File: src/rtl/nibble_pkg.sv
// nibble_pkg -- shared definitions for the nibble_fetch instruction fetch unit.
//
// Contents:
//   fetch_state_t  fetch FSM states (IDLE, REQ, HOLD)
//   OP_MSB/OP_LSB  opcode field position inside the instruction register
//   OPND_MSB       top bit of the operand nibble (operand is IR[OPND_MSB:0])
//   DEFAULT_PC_W   default program-counter / instruction-address width
package nibble_pkg;

    typedef enum logic [1:0] {
        IDLE = 2'd0,
        REQ  = 2'd1,
        HOLD = 2'd2
    } fetch_state_t;

    localparam int OP_MSB       = 7;
    localparam int OP_LSB       = 5;
    localparam int OPND_MSB     = 3;
    localparam int DEFAULT_PC_W = 8;

endpackage

File: src/rtl/nibble_fetch.sv
// nibble_fetch -- instruction fetch unit for the nibble CPU.
//
// Fetches 8-bit instruction words from instruction memory at the current PC,
// holds each one in the instruction register (IR) until the control unit
// consumes it, and supports jumps that reload the PC and flush any fetched but
// unconsumed instruction.
//
// Optional feature: define NIBBLE_FETCH_PREFETCH_EN to compile in a one-entry
// prefetch buffer (PB) that fetches the next word while the current one is
// waiting to be consumed, allowing back-to-back issue.
//
// Handshakes:
//   imem  : imem_req is held with a stable imem_addr until imem_ack; imem_rdata
//           is sampled only on a cycle where imem_req=1 and imem_ack=1.
//   issue : op/operand are stable while ir_valid=1; an instruction is consumed
//           on a rising edge where ir_valid=1 and ir_ready=1. ir_ready with
//           ir_valid=0 has no effect. jump overrides both handshakes.
//
// Ports:
//   clk        in   system clock, rising edge
//   reset      in   asynchronous active-low reset
//   imem_req   out  instruction-memory read request
//   imem_addr  out  read address (= pc)
//   imem_rdata in   instruction word, valid with imem_ack
//   imem_ack   in   memory returns imem_rdata for the outstanding request
//   op         out  opcode, IR[7:5]
//   operand    out  operand nibble, IR[3:0] (IR[4] reserved)
//   ir_valid   out  op/operand hold an unconsumed instruction
//   ir_ready   in   control unit consumes the instruction this cycle
//   jump       in   load pc from jump_addr and flush
//   jump_addr  in   jump target
//   pc         out  current program counter
//   state_dbg  out  current fetch FSM state (fetch_state_t encoding)
module nibble_fetch
    import nibble_pkg::*;
#(
    parameter int              PC_W     = DEFAULT_PC_W,
    parameter logic [PC_W-1:0] RESET_PC = '0
) (
    input  logic            clk,
    input  logic            reset,
    output logic            imem_req,
    output logic [PC_W-1:0] imem_addr,
    input  logic [7:0]      imem_rdata,
    input  logic            imem_ack,
    output logic [2:0]      op,
    output logic [3:0]      operand,
    output logic            ir_valid,
    input  logic            ir_ready,
    input  logic            jump,
    input  logic [PC_W-1:0] jump_addr,
    output logic [PC_W-1:0] pc,
    output logic [1:0]      state_dbg
);

    fetch_state_t    state_q, state_d;
    logic [PC_W-1:0] pc_q, pc_d;
    logic [PC_W-1:0] pc_inc;
    logic [7:0]      ir_q, ir_d;

`ifdef NIBBLE_FETCH_PREFETCH_EN
    logic [7:0]      pb_q, pb_d;
    logic            pb_valid_q, pb_valid_d;
`endif

    // Wraps to zero past the top of the address space by natural truncation.
    assign pc_inc = pc_q + PC_W'(1);

    always_comb begin
        state_d  = state_q;
        pc_d     = pc_q;
        ir_d     = ir_q;
        imem_req = 1'b0;
`ifdef NIBBLE_FETCH_PREFETCH_EN
        pb_d       = pb_q;
        pb_valid_d = pb_valid_q;
`endif

        unique case (state_q)
            IDLE: begin
                state_d = REQ;
            end

            REQ: begin
                imem_req = 1'b1;
                if (imem_ack) begin
                    ir_d    = imem_rdata;
                    pc_d    = pc_inc;
                    state_d = HOLD;
                end
            end

            HOLD: begin
`ifdef NIBBLE_FETCH_PREFETCH_EN
                // Keep fetching ahead while the buffer has room.
                imem_req = !pb_valid_q;
                if (ir_ready) begin
                    if (pb_valid_q) begin
                        // Back-to-back issue from the buffer.
                        ir_d       = pb_q;
                        pb_valid_d = 1'b0;
                    end else if (imem_ack) begin
                        // Returning word bypasses the empty buffer.
                        ir_d = imem_rdata;
                        pc_d = pc_inc;
                    end else begin
                        state_d = REQ;
                    end
                end else if (imem_ack && !pb_valid_q) begin
                    pb_d       = imem_rdata;
                    pb_valid_d = 1'b1;
                    pc_d       = pc_inc;
                end
`else
                if (ir_ready) begin
                    state_d = REQ;
                end
`endif
            end

            default: begin
                state_d = IDLE;
            end
        endcase

        // Jump wins over everything above: any ack this cycle is dropped and
        // the IR keeps its old (now invalid) contents.
        if (jump) begin
            pc_d    = jump_addr;
            ir_d    = ir_q;
            state_d = REQ;
`ifdef NIBBLE_FETCH_PREFETCH_EN
            pb_valid_d = 1'b0;
`endif
        end
    end

    always_ff @(posedge clk or negedge reset) begin
        if (!reset) begin
            state_q <= IDLE;
            pc_q    <= RESET_PC;
            ir_q    <= 8'h00;
`ifdef NIBBLE_FETCH_PREFETCH_EN
            pb_q       <= 8'h00;
            pb_valid_q <= 1'b0;
`endif
        end else begin
            state_q <= state_d;
            pc_q    <= pc_d;
            ir_q    <= ir_d;
`ifdef NIBBLE_FETCH_PREFETCH_EN
            pb_q       <= pb_d;
            pb_valid_q <= pb_valid_d;
`endif
        end
    end

    // HOLD is exactly the set of cycles in which the IR holds a live
    // instruction, in both build variants.
    assign ir_valid  = (state_q == HOLD);
    assign imem_addr = pc_q;
    assign pc        = pc_q;
    assign op        = ir_q[OP_MSB:OP_LSB];
    assign operand   = ir_q[OPND_MSB:0];
    assign state_dbg = state_q;

    // IR[4] is a reserved bit that is stored but never decoded.
    logic unused_ir_bit;
    assign unused_ir_bit = ir_q[4];

endmodule

File: config.mk
export PLATFORM = sky130hd
export DESIGN_NAME = nibble_fetch
export DESIGN_NICKNAME = d
export VERILOG_FILES = /design/src/rtl/nibble_pkg.sv /design/src/rtl/nibble_fetch.sv
export SDC_FILE = /design/constraint.sdc
export NUM_CORES = 1
export LEC_CHECK = 0
export ABC_AREA = 1
export BUFFER_PORTS_ARGS = -buffer_cell sky130_fd_sc_hd__buf_2
export CAP_MARGIN = 5
export CORE_MARGIN = 2
export CORE_UTILIZATION = 41
export DETAILED_ROUTE_END_ITERATION = 10
export PLACE_DENSITY = 0.8
export SYNTH_ARGS = -nofsm -noshare
export SYNTH_HDL_FRONTEND = slang
export SYNTH_SLANG_ARGS = --single-unit
File: constraint.sdc
create_clock -name clk -period 1.2 [get_ports clk]
set_input_delay 0.24 -clock clk [delete_from_list [all_inputs] [get_ports clk]]
set_output_delay 0.24 -clock clk [all_outputs]
set_load 0.005 [all_outputs]
==> impl_results.md, run 1 <==
* Outcome: complete, but fails checks
* Violated checks: negative setup slack
* Synth Register Bits at 17
* Post-DP HPWL at 1680 um
* R2R Setup Slk at 0 ps
* Placed Area at 0.00121 sq mm
* Final Net Count at 201
* Share of cells above drive strength 1 at 49.4%
* First-pass GRT wire length at 3920 um
* Leakage Power at 0.778 nW
* Clock transition at path regs at 100 ps
* Worst hold slack at 173 ps
* Pwr Density at 1260 mW/mm^2
* Pin count of the biggest net entering global routing at 18
* Avg Inst Size Synth at 7.89 sq um
* Critical Setup Path Class: reg -> out
* DR vias/cell at 4.97
* Initial antenna violation count at 0
* Crit path DAT at 1030 ps
* RSZ-0062 raised after global routing: yes
* Ant. Diodes at 0
* DIE HEIGHT at 53.3 um
* Via count of the routed design at 1,023
* Final period util at 106%
* Clock skew at 3.93 ps
* Crit end category: primary output
* Total power at 1.83 mW
* All-Layer GR Usage at 18.7%
* Post-layout minimum cycle time at 1270 ps
* Clock tree from TritonCTS: done
* CTS Sinks at 17
* Initial Util at 44.1%
* Max Fclk at 0.785 GHz
* Critical path peak fanout at 3
* Cell Rows at 17
* Clock tree buffer depth at 2
* Highest-count cells in the layout ignoring fill and taps: nand2_1 (42), buf_2 (41), dfrtp_1 (13), nand3_1 (11), buf_6 (10)
* Cell Area, Synth at 995 sq um
* # DRC at 0
* DRT iter0 DRCs at 21
* Finish-stage setup viols at 4
* Maximum vdd drop at 0.811 mV
* Total Routed Length at 2570 um
* Cts bufs inserted at 3
* Worst skew pair latency at 280 ps
* Max Slew Vio Count at 0
* Yosys cell types at 23
* Root buf cell: clkbuf_4
* Design area at 0.00145 sq mm
* PortBufs at 46
* Met3 WL at 175 um
* CP Launch Type: register
* Post-Synthesis Net Count at 148
* Setup ws final at -74.1 ps
* Htree depth at 1
* Sequential area share after synthesis at 42.8%
* WL met2 at 1290 um
* Post-synthesis cell count at 126
* DIE AREA at 0.00284 sq mm
* Max Used Layer: met4
* Number of global-route vias before repair at 931
* Total grt overflow at 0
* Routed length on met1 at 1070 um
* Fin. Hold Viols at 0
* Synth-to-Final Area Change at 45.8%
* Gpl congestion at 0.790
* Total I/O pin count at 48
* Relative slew margins at 73.1%
* Core area at 0.00225 sq mm
* Detailed-route wire length per cell at 12.5 um
* Synthesis Warnings at 0
* Commonest non-fill, non-tap cell in the layout: nand2_1
* Detailed Routing Iterations Pass 1 at 4
* Post-DRT Antenna Nets at 0
* Required time worst endpoint at 960 ps
* Hold Crit Class: in -> reg
* Max capacitance violation total at 0
* Worst slew pin tran at 403 ps
* Die X at 53.3 um
-- cell families (layout without fill, tap and decap cells) --
logic type	after synthesis	count (layout)	synth area share [%]
compound gates	8	8	6.42
flops	17	17	42.8
xor+xnor	3	3	2.64
simple gates	77	77	34.5
buf+inv	19	71	11.4
mux	1	1	1.01
fa+ha+maj	1	1	1.26
-- synth_stat cells, drive strengths merged --
cell type	number	area share, %
o21ai	4	2.8
o211ai	1	1.3
nand3	13	6.5
dfrtp	17	43
nor3	1	0.50
ha	1	1.3
o21a	1	0.75
mux2i	1	1.0
o21bai	1	0.75
buf	11	8.4
nand2	47	19
nor2	16	8.4
inv	8	3.0
xor2	3	2.6
o221ai	1	0.88
-- metal layers --
layer | vias to the layer above | GRT usage (%)
met4 | 0 | 2.99
met2 | 48 | 33.3
met3 | 4 | 3.67
li1 | 496 | -
met1 | 475 | 23.4
met5 | - | 0
-- worst paths after layout --
| path | depth (start not counted) | to | from |
|---|---|---|---|
| min reg2reg | 2 | ir_q[6]$_DFFE_PN0P_ | ir_q[6]$_DFFE_PN0P_ |
| min in group asynchronous | 2 | imem_addr[5]$_DFFE_PN0P_ | reset |
| max reg2reg | 8 | imem_addr[3]$_DFFE_PN0P_ | state_dbg[1]$_DFFE_PN0P_ |
| min | 3 | imem_addr[0]$_DFFE_PN0P_ | jump_addr[0] |
| max in group asynchronous | 2 | imem_addr[3]$_DFFE_PN0P_ | reset |
| max | 3 | ir_valid | state_dbg[0]$_DFFE_PN0P_ |
-- sequential cells by signal (all words and copies together) (netlist names) --
name and cells:
state_dbg 2, ir_q 7, imem_addr 8
-- worst max-delay path, stage by stage (launching register included) --
cell     delay, ps
dfrtp_1        430
buf_6          140
nor2_2          70
buf_2          110
-- where the power goes --
group | internal (mW) | switching, mW
Sequential | 0.683 | 0.110
Clock | 0.129 | 0.179
Combinational | 0.375 | 0.351
-- through the flow --
stage	util, %	instances	setup slack [ps]	setup TNS, ps
finish	64.3	206	-74.1	-149
global route	64.3	206	-131	-1080
CTS	59.0	203	-93.3	-203
detailed placement	53.9	194	-6.13	-7.93
global placement	53.9	194	26.8	0
floorplan	-	126	19.5	0
-- layout make-up --
class | count | area, sq um
multi-input combinational | 90 | 518
clock buffer | 4 | 26.3
sequential | 17 | 430
fill | 206 | 805
tap | 28 | 35.0
timing repair buffer | 59 | 410
inverter | 8 | 30.0
-- what timing repair did --
action / in CTS / in global routing
resized for setup: 9 / 25
hold buffers: 1 / 0
setup buffers: 4 / 2
cloned: 0 / 1
hold endpoints to repair: 17 / 0
pin swaps: 2 / 6
endpoints found under the setup margin: 9 / 18
Note: power is estimated with default switching activity, not from simulation.
==> inputs of run 2 (changes only) <==
==> constraint.sdc (replaced) <==
create_clock -name clk -period 1.2 [get_ports clk]
set_input_delay 0.3 -clock clk [delete_from_list [all_inputs] [get_ports clk]]
set_output_delay 0.3 -clock clk [all_outputs]
set_load 0.005 [all_outputs]
==> run 2 against run 1 <==
Compared with the run above: largest power group is now combinational cells; the run still ends with negative setup slack left; sequential power up 1%; cell count increased by 1.9%; sequential share of layout area is 0.90 points lower.
==> impl_results.md, run 2 (same netlist as run 1, synthesis figures left out) <==
* Outcome: complete, but fails checks
* Violated checks: negative setup slack
* Crit end category: primary output
* CTS Sinks at 17 (unchanged)
* Grt met2 use at 34.6% (+1.2 points)
* Cell Rows at 17 (unchanged)
* DR vias/cell at 4.80 (-3.2%)
* Final Net Count at 205 (+2.0%)
* All-Layer GR Usage at 18.7% (+0.022 points)
* Worst slew pin tran at 396 ps (-7.21 ps)
* Max Fclk at 0.749 GHz (-4.5%)
* Largest stage delay, worst path at 430 ps (about the same)
* Commonest non-fill, non-tap cell in the layout: nand2_1
* DIE HEIGHT at 53.3 um (unchanged)
* Finish-stage setup viols at 8 (+4)
* Number of global-route vias before repair at 940 (+0.97%)
* Setup WS pre-CTS at -40.0 ps (-33.9 ps)
* Max Slew Vio Count at 0 (unchanged)
* Clock power frac at 16.0% (-0.9 points)
* Gpl congestion at 0.799 (+1.1%)
* Max FFs per register at 8 (unchanged)
* Clock tree buffer depth at 2 (unchanged)
* Total grt overflow at 0 (unchanged)
* Core area at 0.00225 sq mm (unchanged)
* Setup TNS at -505 ps (-356 ps)
* Detailed-route wire length per cell at 12.0 um (-3.8%)
* Root buf cell: clkbuf_4
* Power Internal at 1.27 mW (+6.9%)
* Total Routed Length at 2520 um (-1.9%)
* DIE AREA at 0.00284 sq mm (unchanged)
* Ant. Diodes at 0 (unchanged)
* Initial antenna violation count at 0 (unchanged)
* # DRC at 0 (unchanged)
* Worst skew pair latency at 280 ps (about the same)
* Met3 GRT Util at 3.39% (-0.28 points)
* Total power at 1.92 mW (+5.2%)
* GRT met1 Usage at 22.2% (-1.2 points)
* Combinational power share at 42.4% (+2.7 points)
* Pin count of the biggest net entering global routing at 18 (unchanged)
* Switching share of power at 34.0% (-1.0 points)
* PortBufs at 46 (unchanged)
* Fin. Hold Viols at 0 (unchanged)
* Maximum vdd drop at 0.800 mV (-1.4%)
* DRT iter0 DRCs at 20 (-4.8%)
* Crit path DAT at 1030 ps (about the same)
* Clock tree from TritonCTS: done
* CP Launch Type: register
* Setup ws final at -135 ps (-60.6 ps)
* Post-DP HPWL at 1740 um (+3.2%)
* Final period util at 111% (+5.1 points)
* Clock skew at 1.00 ps (-2.93 ps)
* RSZ-0062 raised after global routing: yes
* Via count of the routed design at 1,009 (-1.4%)
* Share of cells above drive strength 1 at 51.1% (+1.7 points)
* Critical path peak fanout at 4 (+1)
* First-pass GRT wire length at 3880 um (-1.1%)
* Max capacitance violation total at 0 (unchanged)
* NetSw at 0.654 mW (+2.1%)
* Synth-to-Final Area Change at 51.2%
* Required time worst endpoint at 900 ps (-60 ps)
* Htree depth at 1 (unchanged)
* Highest-count cells in the layout ignoring fill and taps: nand2_1 (42), buf_2 (35), buf_6 (17), nand3_1 (11), dfrtp_1 (11)
* Critical Setup Path Class: reg -> out
* Relative slew margins at 73.6% (+0.48 points)
* Leakage Power at 0.788 nW (+1.3%)
* Pwr Density at 1280 mW/mm^2 (+1.4%)
* Critical path's slowest cell: dfrtp_1
* Post-DRT Antenna Nets at 0 (unchanged)
* Seq pwr share at 41.7% (-1.7 points)
* Layer with the highest usage: met2
* Clock transition at path regs at 100 ps (about the same)
* Fill cells at 203 (-1.5%)
* Cts bufs inserted at 3 (unchanged)
* Critical-path cell list: buf_6 > nor2_1 > buf_2
* Hold Crit Class: in -> reg
* Initial Util at 44.1% (unchanged)
* Total I/O pin count at 48 (unchanged)
* Detailed Routing Iterations Pass 1 at 4 (unchanged)
* Post-layout minimum cycle time at 1330 ps (+60.6 ps)
* Die X at 53.3 um (unchanged)
==> run 2: changes by cell type in the layout (fill, tap and decap cells not counted), sizes merged <==
cell    before  now
buf         57   62
clkbuf       5    4
==> run 2: critical path, delay by kind of cell (launching register included) <==
kind	cells	cell delay, ps
flops	1	430
buf+inv	2	250
simple gates	1	70
==> run 2: area by class of cell <==
cell class / count / area, sq um / share of cell area, %
multi-input cells: 90 / 528 / 35.1
repair buffers: 63 / 452 / 30.0
flip-flops and latches: 17 / 433 / 28.8
well taps: 28 / 35.0 / 2.33
inverters: 8 / 30.0 / 2.00
clock buffers: 4 / 26.3 / 1.75
==> run 2: per-layer routing <==
layer / wire, um / vias to the layer above
met5: 0 / -
met3: 136 / 0
met1: 1030 / 464
met4: 0 / 0
li1: - / 506
met2: 1350 / 39
==> run 2: through the flow <==
step | cell area, sq um | std cells | hold WS, ps | util [%]
after detailed placement | 1220 | 195 | 249 | 54.2
final | 1500 | 210 | 230 | 66.7
after floorplan | 996 | 126 | 4.41 | -
after global placement | 1220 | 195 | 242 | 54.2
after global routing | 1500 | 210 | 234 | 66.7
after CTS | 1340 | 205 | 229 | 59.4
==> run 2: worst paths after layout <==
| check | start | endpoint | slack, ps | depth (start not counted) |
|---|---|---|---|---|
| max in group asynchronous | reset | imem_addr[3]$_DFFE_PN0P_ | 440 | 2 |
| min | jump_addr[0] | imem_addr[0]$_DFFE_PN0P_ | 230 | 3 |
| min reg2reg | ir_q[2]$_DFFE_PN0P_ | ir_q[2]$_DFFE_PN0P_ | 490 | 2 |
| max | state_dbg[0]$_DFFE_PN0P_ | ir_valid | -130 | 3 |
| min in group asynchronous | reset | imem_addr[7]$_DFFE_PN0P_ | 460 | 2 |
| max reg2reg | imem_addr[1]$_DFFE_PN0P_ | imem_addr[4]$_DFFE_PN0P_ | -10 | 7 |
==> run 2: power groups by stage <==
stage | clock [mW] | combinational, mW | sequential (mW)
floorplan | 0 | 0.333 | 0.801
global placement | 0 | 0.548 | 0.779
detailed placement | 0 | 0.569 | 0.786
CTS | 0.316 | 0.662 | 0.783
global route | 0.342 | 0.911 | 0.816
finish | 0.307 | 0.814 | 0.801
==> run 2: timing repair <==
item	in CTS	in global routing
hold buffers	1	0
endpoints found under the setup margin	14	25
buffers inserted	5	5
gates resized for setup	12	30
hold endpoints to repair	17	0
pin swaps	2	6
==> inputs of run 3 (changes only) <==
CORE_UTILIZATION = 46   (was 41)
PLACE_DENSITY = 0.85   (was 0.8)
clock period = 1.6 ns   (was 1.2 ns; I/O delays follow)
==> run 3 against run 2 <==
Compared with the run above: the flow now finishes without violations; sequential share of layout area up 6.6 points; sequential power shrank 26%; first-iteration DRC count is 55% lower; critical path depth stayed put; clock power shrank 25%; cell count decreased by 8.6%; worst setup slack improved by 260 ps; total power fell by 38%; non-clock buffer count shrank 17; register-to-register slack improved by 250 ps; global-route usage is 1.4 points lower; sequential cell count unchanged; largest cell class unchanged.
==> impl_results.md, run 3 (same netlist as run 1, synthesis figures left out) <==
* Critical path peak fanout at 5 (+1)
* Outcome: completed
* CP Launch Type: register
* Met3 GRT Util at 3.87% (+0.48 points)
* Final period util at 91.9%
* R2R Path End: imem_addr[6]$_DFFE_PN0P_
* NetSw at 0.417 mW (-36%)
* Detailed Routing Iterations Pass 1 at 4 (unchanged)
* Placed cell count at 188 (-3.6%)
* Total Routed Length at 2080 um (-18%)
* Max Fclk at 0.680 GHz
* Clock tree buffer depth at 2 (unchanged)
* Gpl congestion at 0.743 (-7.0%)
* DIE AREA at 0.00255 sq mm (-10%)
* DR vias/cell at 4.82 (+0.38%)
* All-Layer GR Usage at 17.3% (-1.4 points)
* Via count of the routed design at 926 (-8.2%)
* Initial Util at 49.7% (+5.6 points)
* Fin. Hold Viols at 0 (unchanged)
* DIE HEIGHT at 50.5 um (-5.2%)
* Post-layout minimum cycle time at 1470 ps
* Highest-count cells in the layout ignoring fill and taps: buf_2 (46), nand2_1 (44), dfrtp_1 (17), nor2_1 (14), nand3_1 (13)
* Relative slew margins at 73.6% (about the same)
* Total grt overflow at 0 (unchanged)
* Maximum vdd drop at 0.597 mV (-25%)
* R2R Setup Slk at 240 ps (+250 ps)
* Cts bufs inserted at 3 (unchanged)
* Grt met2 use at 29.8% (-4.7 points)
* Clock power frac at 19.3% (+3.3 points)
* Detailed-route wire length per cell at 10.8 um (-9.8%)
* Initial antenna violation count at 0 (unchanged)
* CTS Sinks at 17 (unchanged)
* Seq pwr share at 49.5% (+7.8 points)
* Pwr Density at 999 mW/mm^2 (-22%)
* Critical R2R Launch: imem_addr[0]$_DFFE_PN0P_
* Worst r2r path cells at 6 (-1)
* Clock transition at path regs at 100 ps (about the same)
* Clock skew at 3.59 ps (+2.59 ps)
* Max capacitance violation total at 0 (unchanged)
* Share of cells above drive strength 1 at 35.2% (-16 points)
* Worst skew pair latency at 290 ps (about the same)
* Combinational power share at 31.3% (-11 points)
* DRT iter0 DRCs at 9 (-55%)
* Setup TNS at 0 ps (+505 ps)
* Worst slew pin tran at 396 ps (-0.193 ps)
* Finish-stage setup viols at 0 (-8)
* Hold Crit Class: in -> async
* Synth-to-Final Area Change at 20.8%
* Crit path DAT at 1070 ps (+40 ps)
* Final Net Count at 188 (-8.3%)
* Core area at 0.00200 sq mm (-11%)
* # DRC at 0 (unchanged)
* Critical Setup Path Class: reg -> out
* Crit end category: primary output
* Cell Rows at 16 (-1)
* Die X at 50.5 um (-5.2%)
* Switching share of power at 34.8% (+0.76 points)
* Post-route insts no fill at 192 (-8.6%)
* CP startpoint: state_dbg[0]$_DFFE_PN0P_
* Setup Buffers After CTS at 0 (-5)
* Commonest non-fill, non-tap cell in the layout: buf_2
* Number of global-route vias before repair at 783 (-17%)
* Fill cells at 194 (-4.4%)
* Hold buffers post-CTS at 0 (-1)
* Max Slew Vio Count at 0 (unchanged)
* Power Internal at 0.783 mW (-38%)
* Post-cts sizing count at 0 (-12)
* Leakage Power at 0.681 nW (-14%)
* First-pass GRT wire length at 3350 um (-14%)
* RSZ-0062 raised after global routing: no
* Required time worst endpoint at 1200 ps (+300 ps)
* Total power at 1.20 mW (-38%)
* Core Util, Final at 60.0% (-6.7 points)
* Total I/O pin count at 48 (unchanged)
* Layer with the highest usage: met2
* Post-DRT Antenna Nets at 0 (unchanged)
* GRT met1 Usage at 21.3% (-0.87 points)
* Ant. Diodes at 0 (unchanged)
* PortBufs at 46 (unchanged)
* Max FFs per register at 8 (unchanged)
* Pin count of the biggest net entering global routing at 21 (+3)
* Post-DP HPWL at 1550 um (-11%)
* Clock tree from TritonCTS: done
* Htree depth at 1 (unchanged)
* Root buf cell: clkbuf_4
run 3: cell types whose count changed in the layout (fill, tap and decap cells not counted), sizes merged:
| cell | delta |
|---|---|
| buf | -16 |
| dlygate4sd3 | -1 |
run 3: stage by stage:
stage               area [sq um]  hold slack, ps  setup slack, ps
floorplan                    995             104              389
global placement            1170             341              289
detailed placement          1170             348              256
CTS                         1200            26.4              115
global route                1200            32.1             37.8
finish                      1200            19.4              130
run 3: routing by layer:
metal,wire [um],vias up
li1,-,468
met1,950,425
met2,979,33
met3,146,0
met4,0,0
met5,0,-
run 3: worst max-delay path, stage by stage, from the launching register on:
cell and delay [ps]:
dfrtp_1 440, nand2_2 160, inv_1 50, buf_2 120
run 3: power groups by stage:
stage	Combinational [mW]	Sequential, mW	Clock [mW]
2_1_floorplan	0.250	0.600	0
4_1_cts	0.384	0.594	0.239
5_1_grt	0.428	0.610	0.255
3_3_place_gp	0.370	0.597	0
6_report	0.376	0.594	0.231
3_5_place_dp	0.384	0.599	0
run 3: worst max path at each step:
stage | endpoint | slack (ps)
after floorplan | imem_addr[6]$_DFFE_PN0P_ | 390
after global placement | imem_addr[3]$_DFFE_PN0P_ | 290
after detailed placement | imem_addr[6]$_DFFE_PN0P_ | 260
after CTS | imem_req | 110
after global routing | imem_req | 40
final | imem_req | 130
run 3: layout make-up:
| type | count | area (sq um) | share of cell area, % |
|---|---|---|---|
| tap | 27 | 33.8 | 2.81 |
| inverter | 8 | 30.0 | 2.50 |
| sequential | 17 | 425 | 35.4 |
| multi-input combinational | 90 | 455 | 37.9 |
| clock buffer | 4 | 26.3 | 2.19 |
| timing repair buffer | 46 | 230 | 19.2 |
